File: config.mk
export PLATFORM = sky130hd
export DESIGN_NAME = dvp_frame_dma
export DESIGN_NICKNAME = d
export VERILOG_FILES = /design/src/rtl/dvp_frame_dma.sv
export SDC_FILE = /design/constraint.sdc
export NUM_CORES = 1
export LEC_CHECK = 0
export BUFFER_PORTS_ARGS = -buffer_cell sky130_fd_sc_hd__clkbuf_2
export CELL_PAD_IN_SITES_DETAIL_PLACEMENT = 0
export CELL_PAD_IN_SITES_GLOBAL_PLACEMENT = 1
export CORE_MARGIN = 2
export CORE_UTILIZATION = 39
export CTS_CLUSTER_SIZE = 28
export DETAILED_ROUTE_END_ITERATION = 10
export PLACE_DENSITY_LB_ADDON = 0.1
export SYNTH_ARGS = -nofsm -noshare
export SYNTH_HDL_FRONTEND = slang
export SYNTH_SLANG_ARGS = --single-unit
File: constraint.sdc
create_clock -name clk -period 3.8 [get_ports clk]
set_input_delay 0.76 -clock clk [delete_from_list [all_inputs] [get_ports clk]]
set_output_delay 0.76 -clock clk [all_outputs]
set_load 0.05 [all_outputs]
File: src/rtl/dvp_frame_dma.sv
// dvp_frame_dma: writes the DVP pixel-word stream into memory as AXI4 INCR bursts, one burst outstanding
module dvp_frame_dma #(
    parameter int DATA_W            = 32,
    parameter int ADDR_W            = 32,
    parameter int MST_ID_W          = 5,
    parameter int MST_ID            = 0,
    parameter int TRANS_DATA_LEN_W  = 8,
    parameter int TRANS_DATA_SIZE_W = 3,
    parameter int TRANS_RESP_W      = 2,
    parameter int BURST_LEN         = 16,
    parameter int FRAME_BEATS       = 19200
) (
    input  logic                         clk,
    input  logic                         rst_n,
    input  logic                         dvp_en_i,
    input  logic [ADDR_W-1:0]            pxl_mem_base_i,
    input  logic                         frame_start_i,
    input  logic [DATA_W-1:0]            pxl_data_i,
    input  logic                         pxl_valid_i,
    output logic                         pxl_ready_o,
    output logic [MST_ID_W-1:0]          m_awid_o,
    output logic [ADDR_W-1:0]            m_awaddr_o,
    output logic [TRANS_DATA_LEN_W-1:0]  m_awlen_o,
    output logic [TRANS_DATA_SIZE_W-1:0] m_awsize_o,
    output logic                         m_awvalid_o,
    input  logic                         m_awready_i,
    output logic [DATA_W-1:0]            m_wdata_o,
    output logic                         m_wlast_o,
    output logic                         m_wvalid_o,
    input  logic                         m_wready_i,
    input  logic [TRANS_RESP_W-1:0]      m_bresp_i,
    input  logic                         m_bvalid_i,
    output logic                         m_bready_o,
    output logic                         busy_o,
    output logic                         frame_done_o,
    output logic                         err_o
);
    localparam int LW = $clog2(BURST_LEN + 1);
    localparam int RW = $clog2(FRAME_BEATS + 1);
    localparam int SH = $clog2(DATA_W / 8);

    typedef enum logic [2:0] {IDLE, ARM, ADDR, DATA, RESP, DONE} state_t;

    state_t            state;
    logic [ADDR_W-1:0] addr;
    logic [RW-1:0]     remain, nxt_rem;
    logic [LW-1:0]     len, nxt_len, beat_cnt;
    logic              aw_hs, w_hs, b_hs, last;

    // The next burst length is taken from the full frame when arming, else from what is left
    assign nxt_rem = (state == ARM) ? RW'(FRAME_BEATS) : remain;
    assign nxt_len = (32'(nxt_rem) >= BURST_LEN) ? LW'(BURST_LEN) : LW'(nxt_rem);

    assign m_awid_o    = MST_ID_W'(MST_ID);
    assign m_awsize_o  = TRANS_DATA_SIZE_W'(SH);
    assign m_awaddr_o  = addr;
    assign m_wdata_o   = pxl_data_i;
    assign last        = beat_cnt == len - LW'(1);
    assign m_wvalid_o  = (state == DATA) & pxl_valid_i;
    assign pxl_ready_o = (state == DATA) & m_wready_i;
    assign m_wlast_o   = (state == DATA) & last;
    assign aw_hs       = m_awvalid_o & m_awready_i;
    assign w_hs        = m_wvalid_o & m_wready_i;
    assign b_hs        = m_bready_o & m_bvalid_i;

    // Frame/burst sequencer with registered AW/B handshake and status outputs
    always_ff @(posedge clk or negedge rst_n) begin
        if (!rst_n) begin
            state        <= IDLE;
            addr         <= '0;
            remain       <= '0;
            len          <= '0;
            beat_cnt     <= '0;
            m_awlen_o    <= '0;
            m_awvalid_o  <= 1'b0;
            m_bready_o   <= 1'b0;
            busy_o       <= 1'b0;
            frame_done_o <= 1'b0;
            err_o        <= 1'b0;
        end else begin
            frame_done_o <= 1'b0;
            case (state)
                IDLE: if (dvp_en_i) state <= ARM;
                ARM: begin
                    if (!dvp_en_i) begin
                        state <= IDLE;
                    end else if (frame_start_i) begin
                        state       <= ADDR;
                        addr        <= pxl_mem_base_i;
                        remain      <= nxt_rem;
                        len         <= nxt_len;
                        m_awlen_o   <= TRANS_DATA_LEN_W'(nxt_len - LW'(1));
                        m_awvalid_o <= 1'b1;
                        busy_o      <= 1'b1;
                        err_o       <= 1'b0;
                    end
                end
                ADDR: begin
                    if (aw_hs) begin
                        state       <= DATA;
                        m_awvalid_o <= 1'b0;
                        beat_cnt    <= '0;
                    end
                end
                DATA: begin
                    if (w_hs) begin
                        beat_cnt <= beat_cnt + LW'(1);
                        remain   <= remain - RW'(1);
                        if (last) begin
                            state      <= RESP;
                            m_bready_o <= 1'b1;
                            addr       <= addr + (ADDR_W'(len) << SH);
                        end
                    end
                end
                RESP: begin
                    if (b_hs) begin
                        m_bready_o <= 1'b0;
                        if (m_bresp_i != '0) err_o <= 1'b1;
                        if (remain == '0) begin
                            state        <= DONE;
                            frame_done_o <= 1'b1;
                        end else if (!dvp_en_i) begin
                            state  <= IDLE;
                            busy_o <= 1'b0;
                        end else begin
                            state       <= ADDR;
                            len         <= nxt_len;
                            m_awlen_o   <= TRANS_DATA_LEN_W'(nxt_len - LW'(1));
                            m_awvalid_o <= 1'b1;
                        end
                    end
                end
                DONE: begin
                    busy_o <= 1'b0;
                    state  <= dvp_en_i ? ARM : IDLE;
                end
                default: state <= IDLE;
            endcase
        end
    end
endmodule

==> flow_summary.yaml, run 1 <==
logic_synthesis:
  ys.warnings.count: 0
  synth_xor_area_share_pct: 1.51
  yosys.area_share.simple_pct: 21.5
  synth-edff-count: 0
  avgSynthCellArea_um2: 8.43
  synthCells: 549
  seq_area_frac_synth_pct: 38.4
  async_flop_share_pct: 100
  synth_fa_ha_area_share_pct: 2.87
  synth.cell_area_mm2: 0.00463
  synth_top_family_by_area: "compound AO/OA/AOI/OAI gates"
  synth_compound_gate_area_share_pct: 24.2
  synthFlopType: "dfrtp_1"
  synth.ff_latch_count: 71
  synth_cell_type_count: 71
  synth.area.mux_share_pct: 0.703
worst_setup_path:
  startpoint: "len[1]"
  cp-end-kind: "output pin"
  worstPathRequired_ps: 3040
  critPathMaxFanout: 5
  start_kind: "flop"
  reg2reg_from: "state[1]"
  rr_worst_depth: 7
  crit_type: "flop to output pin"
  worstReg2RegEnd: "m_awaddr_o[18]"
  worst_ep_arrival_time_ps: 2280
  reg2reg_setup_slack_ps: 1050
  cp-endpoint: "m_wlast_o"
timing:
  rsz0062_at_grt: "false"
  slew_violations: 0
  finClkSkew_ps: 6.26
  finalCritPeriodShare_pct: 79.9
  fin_ws_ps: 762
  post-route-min-period_ps: 3040
  tightest_slew_ps: 794
  clock.fmax_mhz: 329
  hold_viol: 0
  max-slew-margin-rel_pct: 47.1
  fin_setup_tns_ps: 0
  finalSetupViolations: 0
  hold-worst-slack_ps: 478
clock_tree:
  post_cts_buffers: 0
  cts_root_buf: "clkbuf_16"
  cts_sinks: 71
  clkTransAtPathRegs_ps: 60
  cts_resized: 0
  cts_htree_levels: 3
  cts_buffers: 9
  insertion_delay_ps: 340
  cts_tree: "yes"
  hold_buffers: 0
  cts_buffer_depth: 2
finish:
  drive_gt1_share_pct: 20.3
  final_area_mm2: 0.00518
  fin_cells: 738
  final_util_pct: 45.0
  areaGrowthSynthToFinish_pct: 12.0
  fin_nets: 675
  antenna_cells: 0
  fill_cells: 1167
routing:
  wl_per_cell_um: 18.1
  drt_wl_total_um: 13400
  final_antenna_net_count: 0
  drt_iter0_markers: 352
  dr.pass1.iters: 8
  vias: 4306
  remaining_drc_errors: 18
  viasPerCell: 5.83
power_and_ir_drop:
  p_seq_share_pct: 32.3
  p_leak_nw: 2.35
  netSwitchingPower_mw: 2.27
  powerDensity_mw_per_mm2: 867
  clkPwrFrac_pct: 19.2
  power.share.switching_pct: 50.4
  p_int_mw: 2.23
  total_power_mw: 4.50
  peakVddDrop_uv: 439
  power_frac_comb_pct: 48.5
placed_design:
  place_ws_ps: 1090
  hpwl_um: 9460
  place_area_mm2: 0.00489
  port_buffers: 89
  gp_congestion: 0.785
  dp.cells: 723
floorplan:
  die_h_um: 113
  die_width_um: 113
  rows: 39
  core_region_area_mm2: 0.0115
  ios: 162
  initial_core_util_pct: 40.2
  die_area_mm2: 0.0128
hold_path:
  hold_class: "flop to flop"
run_status:
  outcome: "complete, but fails checks"
  violations: "DRC"
global_route:
  grt_max_degree: 44
  grt.total_usage_pct: 21.3
  antenna_found_initial: 0
  grt_pass1_vias: 4147
  grt_pass1_wl_um: 21700
  gr-total-overflow: 0
run:
  maxCapViolations: 0
per-layer routing:
layer  vias to the layer above  wire length, µm  track usage [%]
met5                         -                0                0
met4                         0              258             7.64
met3                        29              704             2.95
met2                       139             6280             35.2
met1                      2084             6120             28.6
li1                       2054                -                -
state kept, by name, summed over array words and instances, names as in the netlist:
register,count
m_awlen_o,6
err_o,1
beat_cnt,5
m_awvalid_o,1
remain,15
len,5
busy_o,1
state,3
m_bready_o,1
frame_done_o,1
m_awaddr_o,32
worst max-delay path, stage by stage (launching register included):
cell and delay [ps]:
dfrtp_1 410, inv_1 120, ha_1 220, nor4bb_1 220, o211a_1 190, o211ai_1 220, nor2_1 250, clkbuf_2 320
layout make-up:
cell class                 instances  area [µm²]  area share, %
multi-input combinational        402        2380           45.9
inverter                          11        41.3          0.796
clock inverter                     4        45.0          0.869
sequential                        71        1780           34.3
clock buffer                      11         253           4.87
tap                              143         179           3.45
timing repair buffer              96         510           9.85
synthesized netlist by cell type, drive strengths merged (4+ instances only):
| master | n | area [µm²] |
|---|---|---|
| nand2 | 72 | 270 |
| dfrtp | 71 | 1780 |
| buf | 52 | 382 |
| o21ai | 41 | 205 |
| a21oi | 38 | 190 |
| nor2 | 37 | 146 |
| nand3 | 22 | 110 |
| clkbuf | 19 | 71.3 |
| nor3 | 15 | 75.1 |
| and3 | 12 | 75.1 |
| o22ai | 12 | 75.1 |
| inv | 11 | 41.3 |
| a21o | 9 | 67.6 |
| ha | 9 | 113 |
| or3 | 9 | 56.3 |
| a211oi | 8 | 60.1 |
| a31oi | 8 | 50.1 |
| o31ai | 7 | 52.6 |
| nand4 | 6 | 37.5 |
| and2 | 5 | 31.3 |
| and4 | 5 | 43.8 |
| nor2b | 5 | 31.3 |
| xor2 | 5 | 43.8 |
| a22o | 4 | 35.0 |
| nor3b | 4 | 30.0 |
| o211ai | 4 | 30.0 |
cells by family (layout without fill, tap and decap cells):
logic type               after synthesis  after routing
buffers and inverters                 82            122
AO/OA/AOI/OAI                        170            170
other                                  2              8
adder cells (fa/ha/maj)               10             10
XOR/XNOR                               8              8
AND/OR/NAND/NOR                      203            203
multiplexers                           3              3
flip-flops                            71             71
how the worst min path moves through the flow:
stage / to / slack, ps / startpoint / depth (start not counted)
5_1_grt: err_o / 510 / err_o / 1
3_5_place_dp: m_awaddr_o[0] / 470 / m_awaddr_o[0] / 2
3_3_place_gp: m_awaddr_o[0] / 450 / m_awaddr_o[0] / 2
4_1_cts: m_awaddr_o[0] / 480 / m_awaddr_o[0] / 2
6_report: m_awaddr_o[0] / 480 / m_awaddr_o[0] / 2
2_1_floorplan: remain[12] / 440 / remain[12] / 1
power groups by stage:
stage          combinational (mW)  sequential, mW  clock (mW)
2_1_floorplan                1.17            1.98           0
3_3_place_gp                 2.16            1.45           0
3_5_place_dp                 2.18            1.46           0
4_1_cts                      2.19            1.45       0.883
5_1_grt                      2.36            1.51       0.919
6_report                     2.18            1.45       0.862
layout by cell type, fill, tap and decap left out, drive strengths merged, types with 3 or more instances in the layout:
cell      n
clkbuf   99
nand2    72
dfrtp    71
o21ai    41
a21oi    38
nor2     37
nand3    22
nor3     15
o22ai    12
and3     12
inv      11
a21o      9
or3       9
ha        9
a31oi     8
a211oi    8
conb      8
buf       8
o31ai     7
nand4     6
nor2b     5
and4      5
xor2      5
and2      5
a22o      4
o211ai    4
nor3b     4
a2bb2oi   3
o22a      3
a311o     3
xnor2     3
clkinv    3
(Power assumes the default switching activity.)
==> run 2, diff against run 1 <==
--- a/config.mk
+++ b/config.mk
@@ -9,7 +9,7 @@
 export CELL_PAD_IN_SITES_DETAIL_PLACEMENT = 0
 export CELL_PAD_IN_SITES_GLOBAL_PLACEMENT = 1
 export CORE_MARGIN = 2
-export CORE_UTILIZATION = 39
+export CORE_UTILIZATION = 37
 export CTS_CLUSTER_SIZE = 28
 export DETAILED_ROUTE_END_ITERATION = 10
 export PLACE_DENSITY_LB_ADDON = 0.1
==> constraint.sdc (replaced) <==
create_clock -name clk -period 2.8 [get_ports clk]
set_input_delay 0.56 -clock clk [delete_from_list [all_inputs] [get_ports clk]]
set_output_delay 0.56 -clock clk [all_outputs]
set_load 0.05 [all_outputs]
==> flow_summary.yaml, run 2 (synthesized netlist as in run 1, its figures left out) <==
routing:
  wl_per_cell_um: 17.5
  drt_iter0_markers: 205
  dr.pass1.iters: 5
  vias: 4316
  drt_wl_total_um: 13600
  remaining_drc_errors: 0
  viasPerCell: 5.57
  final_antenna_net_count: 0
floorplan:
  core_region_area_mm2: 0.0121
  die_h_um: 116
  initial_core_util_pct: 38.2
  rows: 40
  ios: 162
  die_area_mm2: 0.0134
  die_width_um: 116
timing:
  tightest_slew_ps: 661
  hold_viol: 0
  finalSetupViolations: 0
  slew_violations: 0
  max-slew-margin-rel_pct: 55.5
  finalCritPeriodShare_pct: 95.8
  rsz0062_at_grt: "false"
  post-route-min-period_ps: 2680
  finClkSkew_ps: 4.44
  fin_setup_tns_ps: 0
  clock.fmax_mhz: 373
worst_setup_path:
  crit_type: "flop to output pin"
  worstPathRequired_ps: 2240
  critPathMaxFanout: 4
  worst_ep_arrival_time_ps: 2120
  cp-end-kind: "output pin"
  start_kind: "flop"
global_route:
  gr-total-overflow: 0
  grt_max_degree: 56
  grt.total_usage_pct: 20.8
  grt_pass1_vias: 4077
  antenna_found_initial: 0
  grt_pass1_wl_um: 21500
finish:
  final_area_mm2: 0.00534
  antenna_cells: 0
  fill_cells: 1243
  layout_common_cells: "clkbuf_2 (87), nand2_1 (72), dfrtp_1 (71), o21ai_0 (39), a21oi_1 (38)"
  fin_nets: 686
  largest_reg_flops: 32
  final_common_cell: "clkbuf_2"
  areaGrowthSynthToFinish_pct: 15.3
  multi_input_area_mm2: 0.00239
  seq_area_mm2: 0.00178
  drive_gt1_share_pct: 22.1
clock_tree:
  post_cts_buffers: 0
  cts_root_buf: "clkbuf_16"
  insertion_delay_ps: 340
  cts_sinks: 71
  cts_htree_levels: 3
  cts_buffers: 9
  hold_buffers: 0
  cts_tree: "yes"
  cts_buffer_depth: 2
  clkTransAtPathRegs_ps: 60
placed_design:
  hpwl_um: 9570
  gp_congestion: 0.806
  place_area_mm2: 0.00501
  port_buffers: 89
hold_path:
  hold_class: "input pin to asynchronous set/reset pin"
run:
  maxCapViolations: 0
power_and_ir_drop:
  p_leak_nw: 2.41
  peakVddDrop_uv: 456
  total_power_mw: 6.23
  powerDensity_mw_per_mm2: 1170
run_status:
  outcome: "complete, no violations"
-- run 2: per-stage QoR --
stage / std cells / hold slack (ps) / setup slack (ps) / utilization (%)
2_1_floorplan: 555 / 264 / 169 / -
3_3_place_gp: 759 / 457 / 282 / 41.4
3_5_place_dp: 759 / 461 / 220 / 41.4
4_1_cts: 775 / 183 / 9.72 / 44.0
5_1_grt: 775 / 203 / 32.8 / 44.0
6_report: 775 / 172 / 118 / 44.0
-- run 2: cell type report --
cell class / instances / area share [%]
Sequential cell: 71 / 33.3
Clock inverter: 3 / 0.750
Timing Repair Buffer: 107 / 11.4
Multi-Input combinational cell: 402 / 44.8
Tap cell: 168 / 3.94
Clock buffer: 13 / 5.07
Inverter: 11 / 0.774
-- run 2: path summary, 6_finish.rpt --
kind,slack [ps],depth (start not counted),endpoint,startpoint
max,120,7,m_wlast_o,len[1]
min,170,1,m_awaddr_o[6],rst_n
max reg2reg,220,9,m_awaddr_o[8],len[0]
min reg2reg,470,2,m_awaddr_o[0],m_awaddr_o[0]
max in group asynchronous,1960,2,remain[11],rst_n
min in group clk,450,3,m_awaddr_o[1],pxl_mem_base_i[1]
-- run 2: layer usage --
metal,global-route usage [%],vias to the layer above,share of wire [%]
met5,0,-,0
met4,6.59,0,1.2
met3,3.77,11,6.0
met2,34.5,161,48
met1,27.7,2077,45
li1,-,2067,-
-- run 2: what timing repair did --
item	4_1_cts	5_1_grt
setup endpoints to repair	1	1
pin swaps	0	0
resized for setup	1	3
-- run 2: where the power goes --
part	internal, mW	total, mW	switching [mW]	leakage [nW]
clock	0.761	1.21	0.453	0.156
combinational	0.952	3.08	2.13	1.40
sequential	1.42	1.93	0.513	0.860
total	3.13	6.23	3.10	2.41
-- run 2: critical path, stage by stage (launching register included) --
cell	delay (ps)
dfrtp_1	410
inv_1	110
ha_1	230
nand2b_1	150
a21boi_0	270
o211ai_1	210
nor2_2	180
buf_4	220
==> run 3, diff against run 2 <==
--- a/config.mk
+++ b/config.mk
@@ -9,7 +9,8 @@
 export CELL_PAD_IN_SITES_DETAIL_PLACEMENT = 0
 export CELL_PAD_IN_SITES_GLOBAL_PLACEMENT = 1
 export CORE_MARGIN = 2
-export CORE_UTILIZATION = 37
+export CORE_UTILIZATION = 39
+export CTS_CLUSTER_DIAMETER = 40
 export CTS_CLUSTER_SIZE = 28
 export DETAILED_ROUTE_END_ITERATION = 10
 export PLACE_DENSITY_LB_ADDON = 0.1
==> constraint.sdc (replaced) <==
create_clock -name clk -period 3.2 [get_ports clk]
set_input_delay 0.64 -clock clk [delete_from_list [all_inputs] [get_ports clk]]
set_output_delay 0.64 -clock clk [all_outputs]
set_load 0.05 [all_outputs]
==> flow_summary.yaml, run 3 (synthesized netlist as in run 1, its figures left out) <==
finish:
  areaGrowthSynthToFinish_pct: 12.2
  multi_input_area_mm2: 0.00238
  antenna_cells: 0
  seq_area_mm2: 0.00178
  layout_common_cells: "clkbuf_2 (88), nand2_1 (72), dfrtp_1 (71), o21ai_0 (39), a21oi_1 (38)"
  fill_cells: 1188
  final_common_cell: "clkbuf_2"
  drive_gt1_share_pct: 20.8
  fin_nets: 679
  final_util_pct: 45.1
  largest_reg_flops: 32
routing:
  vias: 4243
  final_antenna_net_count: 0
  wl_per_cell_um: 18.1
  drt_wl_total_um: 13400
  remaining_drc_errors: 18
  viasPerCell: 5.71
  drt_iter0_markers: 337
  dr.pass1.iters: 7
power_and_ir_drop:
  p_seq_share_pct: 32.4
  clkPwrFrac_pct: 17.9
  peakVddDrop_uv: 401
  power.share.switching_pct: 50.8
  p_leak_nw: 2.36
  power_frac_comb_pct: 49.6
  powerDensity_mw_per_mm2: 1020
  netSwitchingPower_mw: 2.68
  total_power_mw: 5.28
  p_int_mw: 2.60
run_status:
  violations: "DRC"
  outcome: "complete, but fails checks"
global_route:
  grt_pass1_wl_um: 21700
  antenna_found_initial: 0
  grt_max_degree: 43
  grt_pass1_vias: 4193
  gr-total-overflow: 0
  grt.total_usage_pct: 21.5
clock_tree:
  cts_buffer_depth: 2
  cts_resized: 0
  post_cts_buffers: 0
  clkTransAtPathRegs_ps: 60
  cts_root_buf: "clkbuf_16"
  cts_buffers: 9
  hold_buffers: 0
  cts_htree_levels: 3
  cts_sinks: 71
  cts_tree: "yes"
  insertion_delay_ps: 340
placed_design:
  port_buffers: 89
  hpwl_um: 9670
  gp_congestion: 0.798
timing:
  finalSetupViolations: 0
  clock.fmax_mhz: 348
  tightest_slew_ps: 756
  hold_viol: 0
  slew_violations: 0
  post-route-min-period_ps: 2870
  finalCritPeriodShare_pct: 89.7
  rsz0062_at_grt: "false"
  fin_setup_tns_ps: 0
  finClkSkew_ps: 5.19
  max-slew-margin-rel_pct: 49.6
floorplan:
  initial_core_util_pct: 40.2
  die_h_um: 113
  rows: 39
  die_area_mm2: 0.0128
  die_width_um: 113
  core_region_area_mm2: 0.0115
  ios: 162
run:
  maxCapViolations: 0
worst_setup_path:
  worstPathRequired_ps: 2560
  reg2reg_setup_slack_ps: 630
  reg2reg_from: "len[0]"
  worstReg2RegEnd: "m_awaddr_o[16]"
  rr_worst_depth: 9
  critPathMaxFanout: 5
  start_kind: "flop"
  cp-end-kind: "output pin"
  worst_ep_arrival_time_ps: 2230
  crit_type: "flop to output pin"
hold_path:
  hold_class: "input pin to asynchronous set/reset pin"
## run 3: how the worst max path moves through the flow
stage	startpoint	end	slack, ps	cells past startpoint
2_1_floorplan	m_awaddr_o[2]	m_awaddr_o[24]	570	10
3_3_place_gp	len[0]	m_awaddr_o[24]	730	9
3_5_place_dp	len[0]	m_awaddr_o[24]	650	9
4_1_cts	len[0]	m_wlast_o	310	7
5_1_grt	len[0]	m_wlast_o	60	7
6_report	len[0]	m_wlast_o	330	7
## run 3: stage by stage
step	cells	cell area, µm²	hold slack (ps)	setup WS [ps]
global placement	727	4920	452	728
global route	743	5190	425	59.1
detailed placement	727	4920	460	648
finish	743	5190	366	328
floorplan	555	4650	344	569
CTS	743	5190	384	305
## run 3: power groups by stage
stage                     clock (mW)  sequential, mW  combinational, mW
after floorplan                    0            2.35               1.38
after global placement             0            1.71               2.61
after detailed placement           0            1.72               2.62
after CTS                      0.967            1.70               2.63
after global routing            1.01            1.77               2.87
final                          0.946            1.71               2.62
## run 3: routing by layer
layer	routed length, µm	share of wire (%)	vias to the layer above	global-route usage (%)
met2	6360	47	121	35.3
li1	-	-	2056	-
met4	370	2.8	0	11.0
met3	598	4.5	33	3.05
met5	0	0	-	0
met1	6080	45	2033	27.9
## run 3: area by class of cell
class                   instances  share of cell area (%)
multi-input cells             402                    45.8
clock buffers                  12                    4.94
well taps                     143                    3.44
flip-flops and latches         71                    34.2
repair buffers                100                    10.4
clock inverters                 4                   0.385
inverters                      11                   0.795
## run 3: critical path: stages (launching register included)
cell,delay [ps]
dfrtp_1,430
inv_1,70
ha_1,240
xor2_1,170
o21ai_0,230
o211ai_1,250
nor2_1,200
clkbuf_2,300
